--- config.mk ---
export PLATFORM = sky130hd
export DESIGN_NAME = pipe_ctrl_flat
export DESIGN_NICKNAME = d
export VERILOG_FILES = /design/src/rtl/pipe_ctrl_if.sv /design/src/rtl/pipe_ctrl.sv /design/src/flat_wrapper.sv
export SDC_FILE = /design/constraint.sdc
export NUM_CORES = 1
export LEC_CHECK = 0
export CAP_MARGIN = 20
export CELL_PAD_IN_SITES_DETAIL_PLACEMENT = 1
export CELL_PAD_IN_SITES_GLOBAL_PLACEMENT = 1
export CORE_MARGIN = 2
export CORE_UTILIZATION = 18
export CTS_BUF_LIST = sky130_fd_sc_hd__clkbuf_16
export DETAILED_ROUTE_END_ITERATION = 16
export GPL_TIMING_DRIVEN = 0
export PLACE_DENSITY_LB_ADDON = 0.1
export SYNTH_ARGS = -nofsm -noshare
export SYNTH_HDL_FRONTEND = slang
export SYNTH_SLANG_ARGS = --single-unit
--- constraint.sdc ---
create_clock -name clk -period 2.3 [get_ports clk]
set_input_delay 0.345 -clock clk [delete_from_list [all_inputs] [get_ports clk]]
set_output_delay 0.345 -clock clk [all_outputs]
set_load 0.01 [all_outputs]
--- src/rtl/pipe_ctrl_if.sv ---
// Handshake bundle between pipe_ctrl and the datapath it steers.
// master drives waits/redirect and observes controls; slave is pipe_ctrl.
interface pipe_ctrl_if #(
   parameter int NSTAGE = 5,
   parameter int CNT_W  = 64
);
   logic [NSTAGE-1:0] stage_wait;
   logic              redirect;
   logic [NSTAGE-1:0] stage_en;
   logic [NSTAGE-1:0] stage_flush;
   logic [NSTAGE-1:0] stage_valid;
   logic              pc_sel;
   logic              commit;
   logic [CNT_W-1:0]  cycle_cnt;
   logic [CNT_W-1:0]  instr_cnt;

   modport master (
      output stage_wait, redirect,
      input  stage_en, stage_flush, stage_valid, pc_sel, commit,
             cycle_cnt, instr_cnt
   );

   modport slave (
      input  stage_wait, redirect,
      output stage_en, stage_flush, stage_valid, pc_sel, commit,
             cycle_cnt, instr_cnt
   );
endinterface

--- src/rtl/pipe_ctrl.sv ---
// In-order pipeline controller: stall propagation, bubble insertion, redirect squash.
// Optional performance counters are built only when PIPE_PERF_CNT_EN is defined.
module pipe_ctrl #(
   parameter int NSTAGE      = 5,
   parameter int REDIR_STAGE = 1,
   parameter int CNT_W       = 64
) (
   input  logic      clk,
   input  logic      reset,
   pipe_ctrl_if.slave bus
);

   generate
      if (NSTAGE < 3 || REDIR_STAGE < 1 || REDIR_STAGE > NSTAGE - 2) begin : g_bad_param
         $fatal(1, "pipe_ctrl: illegal NSTAGE/REDIR_STAGE combination");
      end
   endgenerate

   logic [NSTAGE-1:0] w_hold;
   logic [NSTAGE-1:0] w_en;
   logic [NSTAGE-1:0] w_flush;
   logic              w_pc_sel;
   logic              w_commit;
   logic [NSTAGE-1:0] r_valid;

   // A stall anywhere downstream freezes every register at or above it.
   always_comb begin
      w_hold             = '0;
      w_hold[NSTAGE-1]   = bus.stage_wait[NSTAGE-1];
      for (int s = NSTAGE - 2; s >= 0; s--) begin
         w_hold[s] = bus.stage_wait[s] | w_hold[s+1];
      end
   end

   assign w_en     = ~w_hold;
   assign w_pc_sel = bus.redirect & ~w_hold[REDIR_STAGE] & ~reset;
   assign w_commit = r_valid[NSTAGE-1] & ~bus.stage_wait[NSTAGE-1] & ~reset;

   // Bubble below the stall boundary and wrong-path squash merge into one flush.
   always_comb begin
      w_flush = '0;
      for (int s = 1; s < NSTAGE; s++) begin
         w_flush[s] = w_en[s] & (w_hold[s-1] | (w_pc_sel & (s <= REDIR_STAGE)));
      end
   end

   always_ff @(posedge clk or posedge reset) begin
      if (reset) begin
         r_valid <= '0;
      end else begin
         r_valid[0] <= 1'b1;
         for (int s = 1; s < NSTAGE; s++) begin
            if (w_en[s]) begin
               r_valid[s] <= w_flush[s] ? 1'b0 : r_valid[s-1];
            end
         end
      end
   end

   assign bus.stage_en    = w_en;
   assign bus.stage_flush = w_flush;
   assign bus.stage_valid = r_valid;
   assign bus.pc_sel      = w_pc_sel;
   assign bus.commit      = w_commit;

`ifdef PIPE_PERF_CNT_EN
   logic [CNT_W-1:0] r_cycle_cnt;
   logic [CNT_W-1:0] r_instr_cnt;

   always_ff @(posedge clk or posedge reset) begin
      if (reset) begin
         r_cycle_cnt <= '0;
         r_instr_cnt <= '0;
      end else begin
         r_cycle_cnt <= r_cycle_cnt + CNT_W'(1);
         if (w_commit) begin
            r_instr_cnt <= r_instr_cnt + CNT_W'(1);
         end
      end
   end

   assign bus.cycle_cnt = r_cycle_cnt;
   assign bus.instr_cnt = r_instr_cnt;
`else
   assign bus.cycle_cnt = '0;
   assign bus.instr_cnt = '0;
`endif

endmodule

--- src/flat_wrapper.sv ---
// flat-port wrapper written by rule: the top's interface ports become plain ports
module pipe_ctrl_flat 
#(
   parameter int NSTAGE      = 5,
   parameter int REDIR_STAGE = 1,
   parameter int CNT_W       = 64
)
  (clk, reset, bus_stage_wait, bus_redirect, bus_stage_en, bus_stage_flush, bus_stage_valid, bus_pc_sel, bus_commit, bus_cycle_cnt, bus_instr_cnt);
  pipe_ctrl_if #(.NSTAGE(NSTAGE), .CNT_W(CNT_W)) bus_i ();
  input  logic clk;
  input  logic reset;
  input wire logic [$bits(bus_i.stage_wait)-1:0] bus_stage_wait;
  input wire logic [$bits(bus_i.redirect)-1:0] bus_redirect;
  output wire logic [$bits(bus_i.stage_en)-1:0] bus_stage_en;
  output wire logic [$bits(bus_i.stage_flush)-1:0] bus_stage_flush;
  output wire logic [$bits(bus_i.stage_valid)-1:0] bus_stage_valid;
  output wire logic [$bits(bus_i.pc_sel)-1:0] bus_pc_sel;
  output wire logic [$bits(bus_i.commit)-1:0] bus_commit;
  output wire logic [$bits(bus_i.cycle_cnt)-1:0] bus_cycle_cnt;
  output wire logic [$bits(bus_i.instr_cnt)-1:0] bus_instr_cnt;
  assign bus_i.stage_wait = bus_stage_wait;
  assign bus_i.redirect = bus_redirect;
  assign bus_stage_en = bus_i.stage_en;
  assign bus_stage_flush = bus_i.stage_flush;
  assign bus_stage_valid = bus_i.stage_valid;
  assign bus_pc_sel = bus_i.pc_sel;
  assign bus_commit = bus_i.commit;
  assign bus_cycle_cnt = bus_i.cycle_cnt;
  assign bus_instr_cnt = bus_i.instr_cnt;
  pipe_ctrl #(.NSTAGE(NSTAGE), .REDIR_STAGE(REDIR_STAGE), .CNT_W(CNT_W)) u_core (.clk(clk), .reset(reset), .bus(bus_i));
endmodule
; ---- Word level (Yosys, flattened, before mapping)
; Index checks and enable logic that the tools add are counted.
; W data, S select, Z words.
[word_totals]
register_bits = 5
input_bits = 8
output_inout_bits = 145
wordCells = 26
[op_classes]
mux = 4
bitwise = 17
[ops]
columns = cell, count
row1 = $and A1 B1 Y1, 8
row2 = $not A5 Y5, 1
row3 = $or A1 B1 Y1, 5
row4 = $mux W1, 4
row5 = $not A1 Y1, 3

; ---- Longest topological paths before layout
; Gate-level depths: netlist of the first run.
[logic_depth]
word_depth = 9
mapped_depth = 3

; ---- Worst setup path after synthesis of the first run
; No wires, ideal clock.
[synth_timing]
path_kind = in2out
startpoint = input bus_stage_wait[4]
endpoint = output bus_stage_flush[1]
arrival_ns = 1.210
t_required_ns = 1.955
slack_ns = 0.745
stages = 3
n_path_buf = 1
path_cell_list = buf_6 or4_4 a21oi_1
[synth_via]
elab_chain_cells = 8
elab_cells_between_ends = 10
[synth_rtl]
columns = element, line
row1 = "start, declared", flat_wrapper.sv:12  ; input wire logic [$bits(bus_i.stage_wait)-1:0] bus_stage_wait;
row2 = $or A1 B1 Y1 * (3 in series), pipe_ctrl.sv:31  ; w_hold[s] = bus.stage_wait[s] | w_hold[s+1];
row3 = $not A1 Y1, pipe_ctrl.sv:36  ; assign w_pc_sel = bus.redirect & ~w_hold[REDIR_STAGE] & ~reset;
row4 = $and A1 B1 Y1 (2 in series), pipe_ctrl.sv:36
row5 = $or A1 B1 Y1, pipe_ctrl.sv:43  ; w_flush[s] = w_en[s] & (w_hold[s-1] | (w_pc_sel & (s <= REDIR_STAGE)));
row6 = $and A1 B1 Y1 *, pipe_ctrl.sv:43
row7 = "end, declared", flat_wrapper.sv:15  ; output wire logic [$bits(bus_i.stage_flush)-1:0] bus_stage_flush;
; Every way passes the cells marked *; elsewhere a longest branch is shown, timed or not.

; ---- Final worst setup path of the first run
[layout_timing]
startpoint = input bus_stage_wait[3]
endpoint = output bus_stage_flush[1]
; Same word-level chain as after synthesis.

==> key figures, run 1 <==
Route
  • Initial DRC Count: 1
  • Vias per inst: 2.54
  • 1st-pass router iterations: 2
  • DRC violations left: 0
  • Post-Route WL: 2930 um
  • DR vias: 1050
  • Routed len/inst: 7.07 um
  • Final ANT Viol Nets: 0

Critical path
  • R2r startpoint: u_core.bus.stage_valid[2]
  • Arr. time, crit path: 1.88 ns
  • Cells along the critical path: clkdlybuf4s50_1 -> or4_4 -> a21oi_1 -> dlygate4sd2_1
  • R2R setup slack: 1.43 ns
  • Startpoint class of the critical path: primary input
  • CP Class: in -> out
  • Setup crit start: bus_stage_wait[3]
  • Slowest-stage cell, CP: clkdlybuf4s50_1
  • Worst path max stage delay: 0.58 ns
  • Critical Path RT: 1.96 ns
  • Critical Path End Type: output port
  • Worst-path fanout max: 8

Global routing
  • GR Util All Layers: 6.47%
  • Initial antenna violation count: 0
  • GRT overflow: 0
  • Global-route track usage on met2: 12.6%
  • Busiest grt layer: met2
  • Vias in the first global route: 843
  • Largest net degree at the start of global routing: 11
  • First-pass GRT wire length: 3870 um
  • Met1 Track Usage GR: 5.89%
  • GR met3 Demand/Resource: 2.36%

STA
  • Max Freq: 0.450 GHz
  • Fin crit share: 96.6%
  • Final hold vios: 0
  • TNS Setup: 0 ns
  • RSZ-0062 raised after global routing: no
  • Finish-stage setup viols: 0
  • Min Tclk post-route: 2.22 ns
  • Max Clock Skew: 0.00169 ns
  • Max Slew Vio Count: 0

Place
  • Placed inst area: 2090 um2
  • Dpl hpwl: 2790 um
  • I/O Buffers: 22
  • Gpl congestion: 0.605

Die
  • Io pins: 153
  • Die Ht: 88.0 um
  • Placeable Area: 6790 um2
  • Starting Density: 18.7%
  • Die width: 88.0 um
  • Die area: 7740 um2
  • Row count: 30

Logic synthesis
  • Ys flop type: dfrtp_1
  • Synth top cells by count: 129 x buf_4, 6 x inv_1, 5 x dfrtp_1
  • Synthesized area: 1270 um2
  • Cells after Synth: 164
  • Most used standard cell by instance count after synthesis: buf_4
  • Top-area cell type share of the netlist area: 76.3%
  • Syn Area/Cell: 7.74 um2
  • Sequential fraction of the synthesis area: 9.86%
  • Synth area leaders: buf_4 76%, dfrtp_1 9.9%, o41ai_1 2.1%
  • Yosys cell types: 18
  • Area leader, netlist: buf_4
  • Ys Warns: 0
  • Post-synth ARST share: 100%
  • #FFs+latches synth: 5
  • Post-synth EDFFs: 0

Power and ir drop
  • Maximum VDD drop: 0.000174 V
  • P per Cell Area: 335 nW/um2
  • Leak: 1.42 nW

Worst hold path
  • Hold WC Path Type: in -> async

Cells and area
  • Layout area overhead: 71.4%
  • Reg area: 125 um2
  • Post-layout instance area: 2170 um2
  • # fillers: 886
  • Ant. Diodes: 0
  • Area of the multi-input gates: 633 um2
  • Layout cell share with drive strength beyond 1: 42.5%
  • Nets@finish: 327
  • Largest register FFs: 5

CTS
  • CTS Root Cell: clkbuf_16
  • Worst skew pair latency: 0.23 ns
  • CTS tree: yes
  • Setup bufs post-CTS: 0
  • H-tree levels: 1
  • Hold_buf cts: 0
  • Clock-pin slew on the worst setup and hold paths: 0.03 ns
  • CTS Sinks: 5
  • Clock tree buffer depth: 2
  • CTS Buf Count: 3

Flow run
  • MaxCap Viol Count: 0

Run status
  • Status: complete, no violations
## per-stage QoR
| stage | power, mW | hold slack, ns | instances | setup WS, ns | utilization (%) |
|---|---|---|---|---|---|
| 2_1_floorplan | 0.383 | 0.129 | 292 | 0.745 | - |
| 3_3_place_gp | 0.432 | 0.514 | 410 | -0.151 | 30.8 |
| 3_5_place_dp | 0.432 | 0.522 | 410 | -0.142 | 30.8 |
| 4_1_cts | 0.723 | 0.366 | 414 | 0.0785 | 31.9 |
| 5_1_grt | 0.777 | 0.396 | 414 | 0.0164 | 32.0 |
| 6_report | 0.729 | 0.372 | 414 | 0.0793 | 32.0 |
## cell type report
class                           instances  area share (%)
Buffer                                130            45.1
Timing Repair Buffer                   22            9.90
Sequential cell                         5            5.75
Tap cell                               96            5.52
Multi-Input combinational cell        151            29.1
Clock buffer                            3            3.45
Clock inverter                          1           0.173
Inverter                                6            1.04
## layer usage
metal  share of wire [%]  wire (um)
met5                   0          0
met1                  29        840
met4                0.72         21
met2                  55       1610
met3                  16        456
## cells in the final DEF (no fill, tap or decap), drive strengths merged
| cell type | Yosys | final |
|---|---|---|
| dfrtp | 5 | 5 |
| and3 | 1 | 1 |
| dlygate4sd2 | 0 | 4 |
| nand2 | 1 | 1 |
| o21ai | 2 | 2 |
| a21oi | 1 | 1 |
| mux2i | 1 | 1 |
| nor2 | 3 | 3 |
| clkbuf | 0 | 3 |
| nand2b | 3 | 3 |
| conb | 2 | 130 |
| o41ai | 3 | 3 |
| or4 | 1 | 1 |
| and2 | 2 | 2 |
| nor2b | 1 | 1 |
| buf | 130 | 130 |
| inv | 6 | 7 |
| nor3 | 1 | 1 |
| clkdlybuf4s50 | 0 | 18 |
| and2b | 1 | 1 |
## kinds of logic (layout without fill, tap and decap cells)
family	after synthesis	after routing	synth area share (%)
AO/OA/AOI/OAI	6	6	3.25
buffers and inverters	136	162	79.0
flip-flops	5	5	9.86
multiplexers	1	1	0.789
other	2	130	0.592
AND/OR/NAND/NOR	14	14	6.51
## power breakdown
part | internal (mW) | leakage, nW | total (mW) | switching (mW)
combinational | 0.183 | 1.31 | 0.345 | 0.162
sequential | 0.0961 | 0.0662 | 0.101 | 0.00504
clock | 0.225 | 0.0423 | 0.283 | 0.0579
## critical path: cells and delay by family
kind / cells / cell delay, ns
buffers and inverters: 2 / 0.88
AOI/OAI and AO/OA: 1 / 0.13
and+or+nand+nor: 1 / 0.53
## worst paths after layout
check,endpoint,depth (start not counted)
max,bus_stage_flush[1],4
min,u_core.bus.stage_valid[2],2
max reg2reg,u_core.bus.stage_valid[3],2
min reg2reg,u_core.bus.stage_valid[4],2
max in group asynchronous,u_core.bus.stage_valid[0],2
min in group clk,u_core.bus.stage_valid[3],2
## repair_timing
| item | in CTS | in global routing |
|---|---|---|
| gates resized for setup | 5 | 1 |
| endpoints found under the setup margin | 5 | 1 |
| cloned | 0 | 0 |
(Power assumes the default switching activity.)
==> run 2, diff against run 1 <==
- CORE_UTILIZATION: 18 -> 16
- clock period: 2.3 -> 2.5 ns (I/O delays scaled with it)
==> run 2 against run 1 <==
  * Clock power fell by 8.5%
  * Flip-flop and latch count unchanged
  * Register-to-register slack improved by 0.18 ns
  * Power decreased by 8.5%
  * Die area grew 12%
  * Count of clock-buffer cells in the layout unchanged
  * Clock skew shrank 0.0013 ns
  * Global-route usage decreased by 0.78 points
  * Critical endpoint is now bus_stage_en[1]
  * Largest power group unchanged
  * Highest routed layer unchanged
==> key figures, run 2 (synthesis results as in run 1) <==
CTS
  • Clock tree buffer depth: 2
  • CTS tree: yes
  • Hold_buf cts: 0
  • Setup bufs post-CTS: 0
  • CTS Buf Count: 3
  • CTS Sinks: 5
  • Worst skew pair latency: 0.23 ns
  • Clock-pin slew on the worst setup and hold paths: 0.03 ns
  • H-tree levels: 1
  • CTS Root Cell: clkbuf_16

Place
  • Pre-CTS WS: -0.0131 ns
  • Placed inst area: 2100 um2
  • Dpl hpwl: 2710 um
  • Gpl congestion: 0.660
  • I/O Buffers: 22

STA
  • Max Clock Skew: 0.000390 ns
  • Final hold vios: 0
  • Final Worst Setup Slack: 0.113 ns
  • Min Tclk post-route: 2.39 ns
  • RSZ-0062 raised after global routing: no
  • Fin crit share: 95.5%
  • Max Freq: 0.419 GHz
  • Finish-stage setup viols: 0
  • Max Slew Vio Count: 0

Die
  • Io pins: 153
  • Die Ht: 93.0 um
  • Placeable Area: 7690 um2
  • Die width: 93.0 um
  • Die area: 8660 um2
  • Row count: 32
  • Starting Density: 16.5%

Cells and area
  • # fillers: 1009
  • Post-layout instance area: 2180 um2
  • Ant. Diodes: 0
  • Layout cell share with drive strength beyond 1: 42.1%
  • Nets@finish: 327
  • Most frequent cells in the layout: 130 x conb_1, 129 x buf_4, 17 x clkdlybuf4s50_1, 7 x inv_1, 5 x dfrtp_1
  • Largest register FFs: 5
  • Most frequent standard cell in the layout excluding fill and tap cells: conb_1
  • Layout area overhead: 72.2%

Global routing
  • GR met3 Demand/Resource: 3.71%
  • Largest net degree at the start of global routing: 11
  • Met1 Track Usage GR: 5.94%
  • Busiest grt layer: met2
  • Initial antenna violation count: 0
  • First-pass GRT wire length: 3950 um
  • Global-route track usage on met2: 9.66%
  • Vias in the first global route: 853
  • GRT overflow: 0
  • GR Util All Layers: 5.69%

Critical path
  • Arr. time, crit path: 2.01 ns
  • Startpoint class of the critical path: primary input
  • Top cell family by delay on the critical path: buffers and inverters
  • Cells along the critical path: clkdlybuf4s50_1 -> or4_4 -> inv_1 -> clkdlybuf4s50_1
  • Slowest-stage cell, CP: or4_4
  • Worst-path fanout max: 5
  • Critical Path RT: 2.12 ns
  • CP Class: in -> out
  • Critical Path End Type: output port
  • WP buf/inv: 3
  • R2R setup slack: 1.61 ns
  • Worst path max stage delay: 0.57 ns
  • Crit path top cell by count: clkdlybuf4s50_1

Route
  • Routed len/inst: 6.84 um
  • Final ANT Viol Nets: 0
  • Vias per inst: 2.50
  • DR vias: 1051
  • Post-Route WL: 2870 um
  • 1st-pass router iterations: 4
  • Initial DRC Count: 10
  • DRC violations left: 0

Flow run
  • MaxCap Viol Count: 0

Worst hold path
  • Hold WC Path Type: in -> reg

Power and ir drop
  • Total Power: 0.667 mW
  • Maximum VDD drop: 0.000159 V
  • P per Cell Area: 306 nW/um2
  • Leak: 1.46 nW

Run status
  • Status: complete, no violations
-- run 2: where the power goes --
group / total [mW] / internal, mW / switching [mW]
clock network: 0.259 / 0.207 / 0.0516
registers: 0.0928 / 0.0884 / 0.00441
logic: 0.316 / 0.168 / 0.148
total: 0.667 / 0.463 / 0.204
-- run 2: worst register-to-register path: cells and delay by family, from the launching register on --
family	cells	cell delay, ns
AOI/OAI and AO/OA	1	0.38
DFF	1	0.33
buffers and inverters	1	0.05
-- run 2: cell type report --
cell class	instances	area, um2	area share (%)
inverter	6	22.5	1.03
clock inverter	1	3.75	0.172
buffer	130	980	44.8
tap	102	128	5.84
sequential	5	125	5.73
timing repair buffer	22	229	10.5
multi-input combinational	151	622	28.5
clock buffer	3	75.1	3.44
-- run 2: worst paths after layout --
| kind | end | cells after the start | startpoint |
|---|---|---|---|
| max | bus_stage_en[1] | 4 | bus_stage_wait[1] |
| min | u_core.bus.stage_valid[3] | 2 | bus_stage_wait[4] |
| max reg2reg | u_core.bus.stage_valid[3] | 2 | u_core.bus.stage_valid[2] |
| min reg2reg | u_core.bus.stage_valid[4] | 2 | u_core.bus.stage_valid[4] |
| max in group asynchronous | u_core.bus.stage_valid[2] | 2 | reset |
| min in group asynchronous | u_core.bus.stage_valid[1] | 2 | reset |
-- run 2: metrics by stage --
stage | setup TNS (ns) | instances | util [%] | hold slack, ns
floorplan | 0 | 292 | - | 0.159
global placement | -0.0154 | 416 | 27.3 | 0.506
detailed placement | -0.0131 | 416 | 27.3 | 0.514
CTS | 0 | 420 | 28.3 | 0.395
global route | 0 | 420 | 28.4 | 0.409
finish | 0 | 420 | 28.4 | 0.404
-- run 2: timing repair --
| action | 4_1_cts | 5_1_grt |
|---|---|---|
| setup endpoints to repair | 1 | 4 |
| pin swaps | 0 | 1 |
| gates resized for setup | 1 | 4 |
| cloned | 0 | 0 |
-- run 2: per-layer routing --
layer	up-vias	part of all wire [%]
met5	-	0
met4	0	0.24
met3	2	20
met2	84	46
met1	416	34
li1	549	-
==> run 3, diff against run 2 <==
- SKIP_CTS_REPAIR_TIMING: default -> 1
==> run 3 against run 2 <==
  * Design area is 0.17% higher
  * Clock skew did not move
  * Worst setup slack is essentially flat
  * Core utilization about the same
  * Register-to-register slack about the same
  * Global-route usage did not move
  * Combinational power about the same
  * Die area stayed put
  * Worst hold slack unchanged
  * Fmax barely moved
  * Routed wire length is 0.21% higher
  * Critical path type unchanged
  * Largest cell class unchanged
==> key figures, run 3 (synthesis results as in run 1) <==
Worst hold path
  • Hold Path Depth: 2
  • Hold WC Path Type: in -> reg

Place
  • Placed inst area: 2100 um2
  • Pre-CTS WS: -0.0131 ns
  • I/O Buffers: 22
  • Dpl hpwl: 2710 um
  • Gpl congestion: 0.660

Die
  • Die area: 8660 um2
  • Starting Density: 16.5%
  • Die width: 93.0 um
  • Io pins: 153
  • Placeable Area: 7690 um2
  • Die Ht: 93.0 um
  • Row count: 32

Critical path
  • Critical Path End Type: output port
  • Startpoint class of the critical path: primary input
  • CP Class: in -> out
  • Arr. time, crit path: 2.01 ns
  • Worst-path fanout max: 5
  • Critical Path RT: 2.12 ns
  • Worst r2r path cells: 2

Route
  • DR vias: 1049
  • Initial DRC Count: 10
  • Post-Route WL: 2880 um
  • Routed len/inst: 6.85 um
  • Final ANT Viol Nets: 0
  • DRC violations left: 0
  • 1st-pass router iterations: 3
  • Vias per inst: 2.50

Global routing
  • Initial antenna violation count: 0
  • GRT overflow: 0
  • Vias in the first global route: 853
  • GR Util All Layers: 5.69%
  • First-pass GRT wire length: 3950 um
  • Largest net degree at the start of global routing: 11

STA
  • TNS Setup: 0 ns
  • Max Freq: 0.419 GHz
  • Worst hold slack: 0.404 ns
  • Finish-stage setup viols: 0
  • Fin crit share: 95.5%
  • Final Worst Setup Slack: 0.113 ns
  • Max Slew Vio Count: 0
  • Max Clock Skew: 0.000390 ns
  • RSZ-0062 raised after global routing: no
  • Final hold vios: 0
  • Min Tclk post-route: 2.39 ns

CTS
  • CTS Buf Count: 3
  • CTS tree: yes
  • H-tree levels: 1
  • CTS Sinks: 5
  • CTS Root Cell: clkbuf_16
  • Clock tree buffer depth: 2
  • Worst skew pair latency: 0.23 ns
  • Clock-pin slew on the worst setup and hold paths: 0.03 ns

Cells and area
  • Ant. Diodes: 0
  • Post-layout instance area: 2190 um2
  • Layout area overhead: 72.5%
  • Most frequent cells in the layout: 130 x conb_1, 129 x buf_4, 17 x clkdlybuf4s50_1, 7 x inv_1
  • Largest register FFs: 5
  • Most frequent standard cell in the layout excluding fill and tap cells: conb_1
  • Nets@finish: 327
  • Layout cell share with drive strength beyond 1: 42.1%

Power and ir drop
  • Register share of total power: 13.9%
  • Leak: 1.47 nW
  • Clock power frac: 38.7%
  • Switching share of power: 30.6%
  • Total Power: 0.668 mW
  • Net Sw Power: 0.204 mW
  • P per Cell Area: 305 nW/um2
  • Gate power share: 47.4%
  • Maximum VDD drop: 0.000159 V
  • Cell Int Power: 0.464 mW

Run status
  • Status: complete, no violations

Flow run
  • MaxCap Viol Count: 0
==> run 3: changes by cell type in the layout (fill, tap and decap cells not counted), sizes merged <==
cell	change
dlymetal6s2s	+1
dlygate4sd2	-1
==> run 3: cell type report <==
cell class                      count  area (um2)
Timing Repair Buffer               22         233
Fill cell                        1007        5500
Sequential cell                     5         125
Multi-Input combinational cell    151         622
Tap cell                          102         128
Clock inverter                      1        3.75
Buffer                            130         980
Inverter                            6        22.5
Clock buffer                        3        75.1
==> run 3: through the flow <==
stage / std cells / util (%)
after global routing: 420 / 28.5
after global placement: 416 / 27.3
after CTS: 420 / 28.3
final: 420 / 28.5
after floorplan: 292 / -
after detailed placement: 416 / 27.3
==> run 3: worst max-delay path, cell delays in order <==
cell	delay (ns)
clkdlybuf4s50_1	0.46
or4_4	0.57
inv_1	0.07
clkdlybuf4s50_1	0.53
==> run 3: metal layers <==
layer | vias to the layer above | global-route usage [%] | routed length [um]
li1 | 549 | - | -
met1 | 414 | 5.94 | 979
met2 | 84 | 9.66 | 1320
met3 | 2 | 3.71 | 571
met4 | 0 | 1.10 | 7
met5 | - | 0 | 0
==> run 3: power by group through the flow <==
| stage | clock network, mW | registers [mW] | logic, mW |
|---|---|---|---|
| floorplan | 0 | 0.0968 | 0.255 |
| global placement | 0 | 0.0938 | 0.305 |
| detailed placement | 0 | 0.0939 | 0.304 |
| CTS | 0.264 | 0.0931 | 0.305 |
| global route | 0.272 | 0.0939 | 0.346 |
| finish | 0.259 | 0.0928 | 0.316 |
==> run 3: worst paths after layout <==
| check | slack, ns | startpoint | to |
|---|---|---|---|
| max | 0.11 | bus_stage_wait[1] | bus_stage_en[1] |
| min | 0.40 | bus_stage_wait[4] | u_core.bus.stage_valid[3] |
| max reg2reg | 1.61 | u_core.bus.stage_valid[2] | u_core.bus.stage_valid[3] |
| min reg2reg | 0.51 | u_core.bus.stage_valid[4] | u_core.bus.stage_valid[4] |
| max in group asynchronous | 1.90 | reset | u_core.bus.stage_valid[2] |
| min in group asynchronous | 0.41 | reset | u_core.bus.stage_valid[1] |
